===== src/rtl/vedic8_seq_mul.sv =====
// Sequential 8x8 unsigned multiplier: one 4x4 Vedic core, four nibble passes into a 16-bit accumulator.
// Optional completed-operation counter (op_count port) when VEDIC8_OPCNT_EN is defined.

module vedic2mul (
  input  logic [1:0] a,
  input  logic [1:0] b,
  output logic [3:0] p
);
  logic t0, t1, hi, c;
  assign t0 = a[1] & b[0];
  assign t1 = a[0] & b[1];
  assign hi = a[1] & b[1];
  assign c  = t0 & t1;
  assign p  = {hi & c, hi ^ c, t0 ^ t1, a[0] & b[0]};
endmodule

module vedic4mul (
  input  logic [3:0] a,
  input  logic [3:0] b,
  output logic [7:0] p
);
  logic [3:0] q0, q1, q2, q3;
  logic [4:0] mid;

  vedic2mul u_ll (.a(a[1:0]), .b(b[1:0]), .p(q0));
  vedic2mul u_hl (.a(a[3:2]), .b(b[1:0]), .p(q1));
  vedic2mul u_lh (.a(a[1:0]), .b(b[3:2]), .p(q2));
  vedic2mul u_hh (.a(a[3:2]), .b(b[3:2]), .p(q3));

  // Vertical-and-crosswise: cross terms summed once, then weighted by 4
  assign mid = {1'b0, q1} + {1'b0, q2};
  assign p   = {4'b0000, q0} + {1'b0, mid, 2'b00} + {q3, 4'b0000};
endmodule

// state | meaning
// IDLE  | in_ready=1, waiting for an operand pair
// MUL   | one nibble-pair pass per cycle, step 0..3
// DONE  | out_valid=1, p held until out_ready
module vedic8_seq_mul #(
  parameter logic SKIP_ZERO = 1'b1
) (
  input  logic        clk,
  input  logic        rst,
  input  logic        in_valid,
  output logic        in_ready,
  input  logic [7:0]  a,
  input  logic [7:0]  b,
  output logic        out_valid,
  input  logic        out_ready,
  output logic [15:0] p
`ifdef VEDIC8_OPCNT_EN
  ,
  output logic [15:0] op_count
`endif
);
  typedef enum logic [1:0] {IDLE, MUL, DONE} state_t;

  state_t      state;
  logic [7:0]  a_r, b_r;
  logic [1:0]  step;
  logic [15:0] acc;
  logic [3:0]  core_a, core_b;
  logic [7:0]  core_p;
  logic [15:0] addend;
  logic [15:0] sum;
  logic        op_zero;

  vedic4mul u_core (.a(core_a), .b(core_b), .p(core_p));

  always_comb begin
    core_a = a_r[3:0];
    core_b = b_r[3:0];
    addend = {8'h00, core_p};
    case (step)
      2'd1: begin
        core_a = a_r[7:4];
        addend = {4'h0, core_p, 4'h0};
      end
      2'd2: begin
        core_b = b_r[7:4];
        addend = {4'h0, core_p, 4'h0};
      end
      2'd3: begin
        core_a = a_r[7:4];
        core_b = b_r[7:4];
        addend = {core_p, 8'h00};
      end
      default: ;
    endcase
  end

  assign sum     = acc + addend;
  assign op_zero = (a_r == 8'h00) || (b_r == 8'h00);

  always_ff @(posedge clk) begin
    if (rst) begin
      state     <= IDLE;
      in_ready  <= 1'b1;
      out_valid <= 1'b0;
      p         <= 16'h0000;
      step      <= 2'd0;
      a_r       <= 8'h00;
      b_r       <= 8'h00;
      acc       <= 16'h0000;
`ifdef VEDIC8_OPCNT_EN
      op_count  <= 16'h0000;
`endif
    end else begin
      case (state)
        IDLE: begin
          if (in_valid) begin
            a_r      <= a;
            b_r      <= b;
            acc      <= 16'h0000;
            step     <= 2'd0;
            in_ready <= 1'b0;
            state    <= MUL;
          end
        end
        MUL: begin
          // Zero operands are resolved in the first pass slot, giving a one-cycle completion
          if ((SKIP_ZERO == 1'b1) && (step == 2'd0) && op_zero) begin
            p         <= 16'h0000;
            out_valid <= 1'b1;
            state     <= DONE;
          end else begin
            acc  <= sum;
            step <= step + 2'd1;
            if (step == 2'd3) begin
              p         <= sum;
              out_valid <= 1'b1;
              state     <= DONE;
            end
          end
        end
        DONE: begin
          if (out_ready) begin
            out_valid <= 1'b0;
            in_ready  <= 1'b1;
            state     <= IDLE;
`ifdef VEDIC8_OPCNT_EN
            op_count  <= op_count + 16'd1;
`endif
          end
        end
        default: begin
          state     <= IDLE;
          in_ready  <= 1'b1;
          out_valid <= 1'b0;
        end
      endcase
    end
  end
endmodule


===== config.mk =====
export PLATFORM = sky130hd
export DESIGN_NAME = vedic8_seq_mul
export DESIGN_NICKNAME = d
export VERILOG_FILES = /design/src/rtl/vedic8_seq_mul.sv
export SDC_FILE = /design/constraint.sdc
export NUM_CORES = 1
export LEC_CHECK = 0
export ABC_AREA = 1
export BUFFER_PORTS_ARGS = -buffer_cell sky130_fd_sc_hd__clkbuf_2
export CORE_ASPECT_RATIO = 1.5
export CORE_MARGIN = 2
export CORE_UTILIZATION = 30
export CTS_BUF_LIST = sky130_fd_sc_hd__clkbuf_2
export CTS_CLUSTER_DIAMETER = 80
export DETAILED_ROUTE_END_ITERATION = 10
export RECOVER_POWER = 25
export SKIP_CTS_REPAIR_TIMING = 1
export SLEW_MARGIN = 20
export SYNTH_ARGS = -nofsm -noshare
export SYNTH_HDL_FRONTEND = slang
export SYNTH_SLANG_ARGS = --single-unit

===== constraint.sdc =====
create_clock -name clk -period 4.05 [get_ports clk]
set_input_delay 0.81 -clock clk [delete_from_list [all_inputs] [get_ports clk]]
set_output_delay 0.81 -clock clk [all_outputs]
set_load 0.02 [all_outputs]

==> results of run 1 <==
==> worst max-delay path by stage <==
stage,startpoint,endpoint,slack (ns)
floorplan,step[1],acc[14],-0.02
global placement,step[1],p[11],-0.53
detailed placement,step[0],acc[15],-0.56
CTS,step[0],p[11],-0.65
global route,step[1],p[14],-0.76
finish,step[1],p[10],-0.57
==> power breakdown <==
part / total, uW / leakage [uW] / switching, uW / internal [uW]
Combinational: 598 / 0.00179 / 337 / 260
Clock: 315 / 0.0000411 / 206 / 109
Sequential: 597 / 0.000442 / 28.2 / 569
==> final cells by class <==
cell class | instances | share of cell area (%)
tap | 150 | 3.638
antenna | 1 | 0.04851
clock inverter | 3 | 0.9459
sequential | 54 | 21.10
inverter | 44 | 3.347
timing repair buffer | 103 | 13.92
multi-input combinational | 388 | 56.51
clock buffer | 5 | 0.4851
==> cells in the mapped netlist, types with 2 or more instances <==
cell        n
a21o_1      3
a21oi_1    56
a21oi_2     5
a31oi_1     3
buf_4       2
clkbuf_1    7
dfxtp_1    54
fa_1        3
ha_1       36
inv_1      38
inv_2       4
nand2_1   111
nand2_2     8
nand2_4     2
nand3_1    26
nand4_1     3
nor2_1     64
o21ai_0    36
o22ai_1     8
xnor2_1     4
xor2_1     12
==> state kept, by name (all words and copies together) (netlist names) <==
name / cells
acc: 16
p: 16
a_r: 8
state: 2
step: 2
b_r: 8
out_valid: 1
in_ready: 1
==> per-stage QoR <==
stage,utilization (%),cells
after CTS,37.57,727
after floorplan,-,497
after global placement,36.92,719
after detailed placement,36.92,719
after global routing,44.97,748
final,44.97,748
==> worst register-to-register path, cell delays in order (launching register included) <==
cell     delay [ns]
dfxtp_4        0.48
inv_4          0.05
ha_4           0.15
nor2_4         0.19
mux2i_2        0.30
nor2_2         0.08
ha_4           0.17
ha_4           0.24
ha_4           0.24
a21oi_2        0.11
nand2_1        0.07
xor2_1         0.14
ha_1           0.33
buf_6          0.14
a21oi_2        0.14
nand2_2        0.08
xnor2_2        0.20
o22ai_2        0.14
ha_4           0.32
buf_4          0.12
nand2_4        0.08
nor2_4         0.13
nand2_1        0.09
nand3_2        0.11
xor2_1         0.21
nand2_1        0.09
a21oi_1        0.13
==> logic make-up after synthesis <==
kind of cell | Yosys count | synth area share, %
XOR/XNOR | 16 | 3.994
buffers and inverters | 55 | 6.740
AO/OA/AOI/OAI | 113 | 17.44
AND/OR/NAND/NOR | 219 | 26.18
multiplexers | 1 | 0.2853
adder cells (fa/ha/maj) | 39 | 14.55
flip-flops | 54 | 30.81
==> metal layers <==
layer,GRT usage (%),part of all wire (%)
met4,6.385,3.6
met3,2.772,3.0
met2,28.19,54
met1,17.52,39
met5,0,0
==> summary.txt, run 1 <==
Status
  • Status: finished, violations left
  • Failing checks: setup timing

Floorplan
  • # IOs: 38
  • Die width: 92.30 um
  • Die height: approximately 140 um
  • Placeable Area: 11470 um2
  • Num rows: 48
  • Initial core utilization: 30.58%
  • Die area: between 10000 and 15000 um2

Synthesis
  • Yosys warning count: 0
  • Cell area after synthesis: 3508 um2
  • Synth unique cells: 33
  • Area leader, netlist: dfxtp_1
  • Seq/Total Area, Yosys: between 30 and 40%
  • Main area contributors after synthesis: dfxtp_1 (31%), ha_1 (13%), nand2_1 (12%)
  • Post-synthesis sequential element count: 54
  • Post-synth top area share: 30.81%
  • Top FF cell, synth: dfxtp_1
  • Post-synth ARST share: 0%
  • Syn Nets: 556
  • Syn avg cell area: 7.059 um2
  • EDFF count, synth: 0
  • Synthesized instance count: between 400 and 500

Setup path
  • R2R Path Start: step[1]
  • FF-to-FF End: p[10]
  • Worst reg-to-reg path cell count: 26
  • R2r setup slk: -0.57 ns
  • Critical path required time: 4.49 ns
  • Top delay family on crit path: adder cells
  • Critical path buffers and inverters: 3
  • Critical-path top delay cell: dfxtp_4
  • Max incr delay on CP: 0.48 ns
  • CP Max Fanout: 6
  • Type of origin of the critical path: register
  • WS Path Type: register to register
  • WP depth: 26
  • Critical path capture point type: register
  • Crit path top cell by count: ha_4
  • Worst Path Arrival: about 5 ns

Timing
  • Max-slew violation count: 0
  • Final Hold Fails: 0
  • RSZ-0062 raised after global routing: yes
  • Tmin final: 4.619 ns
  • Tcrit/Tclk final: 114.1%
  • Setup TNS Final: -9.873 ns
  • Setup Viol. Count Final: 22
  • Max Clock Skew: 0.03857 ns
  • Worst Tran Pin Value: 0.7936 ns
  • PnR worst setup slack: -0.5691 ns
  • Fmax: 216.5 MHz
  • Slew headroom: 47.09%
  • Fin Hold WS: about 0.48 ns

Detailed routing
  • Post-Route WL: 10.95 mm
  • Avg Vias per Cell: 4.898
  • Pre-antenna DRT Iters: 4
  • Routed vias: 3664
  • DR WL/cell: 14.63 um
  • DRC: 0
  • Initial DRC count: 184
  • Final ANT Viol Nets: 0

Hold path
  • Hold path startpoint: out_valid
  • Worst min path class: register to register
  • Hold Path Sink: out_valid
  • Hold Path Depth: 2

Global routing
  • Largest net degree at the start of global routing: 33
  • Vias in the first global route: 3416
  • GRT overflow: 0
  • Tot GR Track Use: 15.42%
  • First-pass GRT wire length: 15.54 mm
  • Initial antenna violation count: 1

Power
  • Power density over the cells: 292.5 nW/um2
  • Leakage: 0.002278 uW
  • Total power: ~1500 uW
  • IR drop worst, VDD: 0.1477 mV

Final layout
  • Nets: 655
  • FILL cells: 1107
  • Register area: 1089 um2
  • Most common cell after layout, fill and taps aside: nand2_1
  • Share of layout cells above drive strength 1: 42.21%
  • Fin area: 5159 um2
  • Multi-input gate area in the final layout: 2915 um2
  • Commonest non-fill, non-tap cells in the layout: nand2_1 (90), buf_4 (56), dfxtp_1 (52)
  • P&R area growth vs syn: 47.04%

Clock tree
  • TritonCTS clock tree: done
  • Root Buffer: clkbuf_2
  • Clock-pin slew on the worst setup and hold paths: 0.34 ns
  • Insertion delay to the later sink of the worst-skew pair: 0.53 ns
  • CTS H-Tree Depth: 2
  • Clock net sink count: 54
  • Cts bufs inserted: 5
  • CTS max path bufs: 2

Placement
  • Port bufs: 37
  • Area of placed instances: 4235 um2
  • Pre-CTS setup slack: -0.5617 ns
  • Dpl hpwl: about 7.5 mm
  • Routability cong.: ~0.94

Run
  • Max cap viols: 0
No activity file was read; power rests on OpenSTA's default activity.
==> run 2, diff against run 1 <==
--- a/config.mk
+++ b/config.mk
@@ -10,7 +10,7 @@
 export CORE_ASPECT_RATIO = 1.5
 export CORE_MARGIN = 2
 export CORE_UTILIZATION = 30
-export CTS_BUF_LIST = sky130_fd_sc_hd__clkbuf_2
+export CTS_BUF_LIST = sky130_fd_sc_hd__clkbuf_8
 export CTS_CLUSTER_DIAMETER = 80
 export DETAILED_ROUTE_END_ITERATION = 10
 export RECOVER_POWER = 25
==> summary.txt, run 2 (synthesis gave the netlist of run 1 again) <==
Global routing
  • Vias in the first global route: 3394 (-0.64%)
  • First-pass GRT wire length: 15.53 mm (about the same)
  • GRT overflow: 0 (unchanged)
  • Largest net degree at the start of global routing: 33 (unchanged)
  • Tot GR Track Use: 15.41% (about the same)
  • Initial antenna violation count: 0 (-1)

Final layout
  • Commonest non-fill, non-tap cells in the layout: nand2_1 (87), nor2_1 (53), buf_4 (53)
  • Fin area: 5141 um2 (-0.34%)
  • FILL cells: 1101 (-0.54%)
  • P&R area growth vs syn: 46.54%
  • Final Core Density: 44.82% (-0.15 points)
  • Multi-input gate area in the final layout: 2890 um2 (-0.86%)
  • Share of layout cells above drive strength 1: 41.22% (-0.99 points)
  • Most common cell after layout, fill and taps aside: nand2_1
  • Nets: 650 (-0.76%)
  • N_diodes: 0 (-1)
  • Regs by FF count: acc (16), p (16)
  • Register area: 1089 um2 (unchanged)

Clock tree
  • Insertion delay to the later sink of the worst-skew pair: 0.33 ns (-0.20 ns)
  • Clock-pin slew on the worst setup and hold paths: 0.10 ns (-0.24 ns)
  • CTS max path bufs: 2 (unchanged)
  • Clock net sink count: 54 (unchanged)
  • TritonCTS clock tree: done
  • Cts bufs inserted: 5 (unchanged)
  • Root Buffer: clkbuf_8
  • CTS H-Tree Depth: 2 (unchanged)

Run
  • Max cap viols: 0 (unchanged)

Setup path
  • Type of origin of the critical path: register
  • Worst Path Arrival: 4.85 ns (-0.21 ns)
  • Critical path required time: 4.30 ns (-0.19 ns)
  • WS Path Type: register to register
  • Critical path capture point type: register
  • CP Max Fanout: 6 (unchanged)
  • R2r setup slk: -0.55 ns (+0.02 ns)

Detailed routing
  • Final ANT Viol Nets: 0 (unchanged)
  • Initial DRC count: 186 (+1.1%)
  • Pre-antenna DRT Iters: 4 (unchanged)
  • DR WL/cell: 14.31 um (-2.2%)
  • Post-Route WL: 10.62 mm (-3.0%)
  • Avg Vias per Cell: 4.872 (-0.54%)
  • Routed vias: 3615 (-1.3%)
  • DRC: 0 (unchanged)

Timing
  • Final Hold Fails: 0 (unchanged)
  • Fmax: 217.3 MHz (+0.37%)
  • Max Clock Skew: 0.008594 ns (-0.02998 ns)
  • Tmin final: 4.602 ns (-0.01715 ns)
  • Tcrit/Tclk final: 113.6% (-0.42 points)
  • RSZ-0062 raised after global routing: yes
  • PnR worst setup slack: -0.5520 ns (+0.01715 ns)
  • Max-slew violation count: 0 (unchanged)
  • Slew headroom: 48.00% (+0.91 points)
  • Worst Tran Pin Value: 0.7800 ns (-0.01363 ns)
  • Setup Viol. Count Final: 22 (unchanged)

Status
  • Status: finished, violations left
  • Failing checks: setup timing

Floorplan
  • Die area: 12590 um2 (unchanged)
  • Num rows: 48 (unchanged)
  • Initial core utilization: 30.58% (unchanged)
  • Placeable Area: 11470 um2 (unchanged)
  • Die height: 136.4 um (unchanged)
  • Die width: 92.30 um (unchanged)
  • # IOs: 38 (unchanged)

Power
  • Leakage: 0.002275 uW (-0.10%)
  • Seq pwr share: 38.1% (-1.4 points)
  • Combinational Power Share: 37.1% (-2.5 points)
  • Clock power frac: 24.8% (+3.9 points)
  • IR drop worst, VDD: 0.1491 mV (+0.98%)
  • Internal Pwr Total: 1004 uW (+7.1%)
  • Power density over the cells: 303.0 nW/um2 (+3.6%)
  • Sw frac: 35.58% (-2.3 points)
  • Total power: 1558 uW (+3.2%)
  • Sw power: 554.3 uW (-3.1%)

Placement
  • Routability cong.: 0.9356 (unchanged)
  • Dpl hpwl: 7.462 mm (unchanged)
  • Port bufs: 37 (unchanged)
  • Area of placed instances: 4235 um2 (unchanged)

Hold path
  • Worst min path class: register to register
run 2: changes by cell type in the layout (fill, tap and decap cells not counted), moves of 2 or more:
cell      before  now
clkbuf_2      42   37
clkbuf_8       0    5
ha_4          17   13
nor2_1        49   53
nor2_2         7    3
buf_4         56   53
buf_6         10    7
nand2_1       90   87
ha_1          16   18
ha_2           3    5
nand2_4        6    8
run 2: worst paths after layout:
kind / start / to / cells after the start
worst max-delay path: step[0] / p[10] / 27
worst min-delay path: out_valid / out_valid / 2
worst max register to register: step[0] / p[10] / 27
worst min register to register: out_valid / out_valid / 2
run 2: metrics by stage:
stage          setup slack (ns)   TNS, ns  hold WS, ns  std cells
4_1_cts                 -0.6247    -10.40       0.4693        727
3_3_place_gp            -0.5282    -8.339       0.4511        719
2_1_floorplan          -0.01855  -0.03392       0.4342        497
6_report                -0.5520    -8.778       0.4660        742
3_5_place_dp            -0.5617    -9.038       0.4539        719
5_1_grt                 -0.7465    -13.66       0.4828        742
run 2: cell type report:
cell class                 count  share of cell area (%)
tap                          150                   3.651
multi-input combinational    388                   56.22
sequential                    54                   21.17
clock buffer                   5                   1.339
timing repair buffer          98                   13.26
inverter                      44                   3.407
clock inverter                 3                  0.9491
run 2: power by group through the flow:
stage                     Clock, uW  Sequential (uW)  Combinational, uW
after floorplan                   0              599                299
after global placement            0              601                444
after detailed placement          0              602                451
after CTS                       402              590                454
after global routing            418              598                638
final                           387              593                578
run 2: worst max-delay path: stages, from the launching register on:
cell	delay (ns)
dfxtp_4	0.41
inv_2	0.06
ha_4	0.16
nor2_4	0.17
buf_4	0.16
o21ai_1	0.09
nor2_1	0.14
ha_2	0.21
ha_4	0.21
ha_4	0.23
a21oi_2	0.11
nand2_1	0.07
xor2_1	0.14
ha_1	0.33
buf_6	0.14
a21oi_2	0.14
nand2_2	0.08
xnor2_2	0.20
o22ai_2	0.14
ha_4	0.32
buf_4	0.13
nand2_4	0.08
nor2_4	0.12
nand2_1	0.08
nand3_2	0.11
xor2_1	0.25
nand2_1	0.10
a21oi_1	0.13
run 2: layer usage:
layer  part of all wire, %  track usage, %
met1                    39           17.83
met2                    55           28.55
met3                   2.8           2.328
met4                   3.3           5.473
met5                     0               0
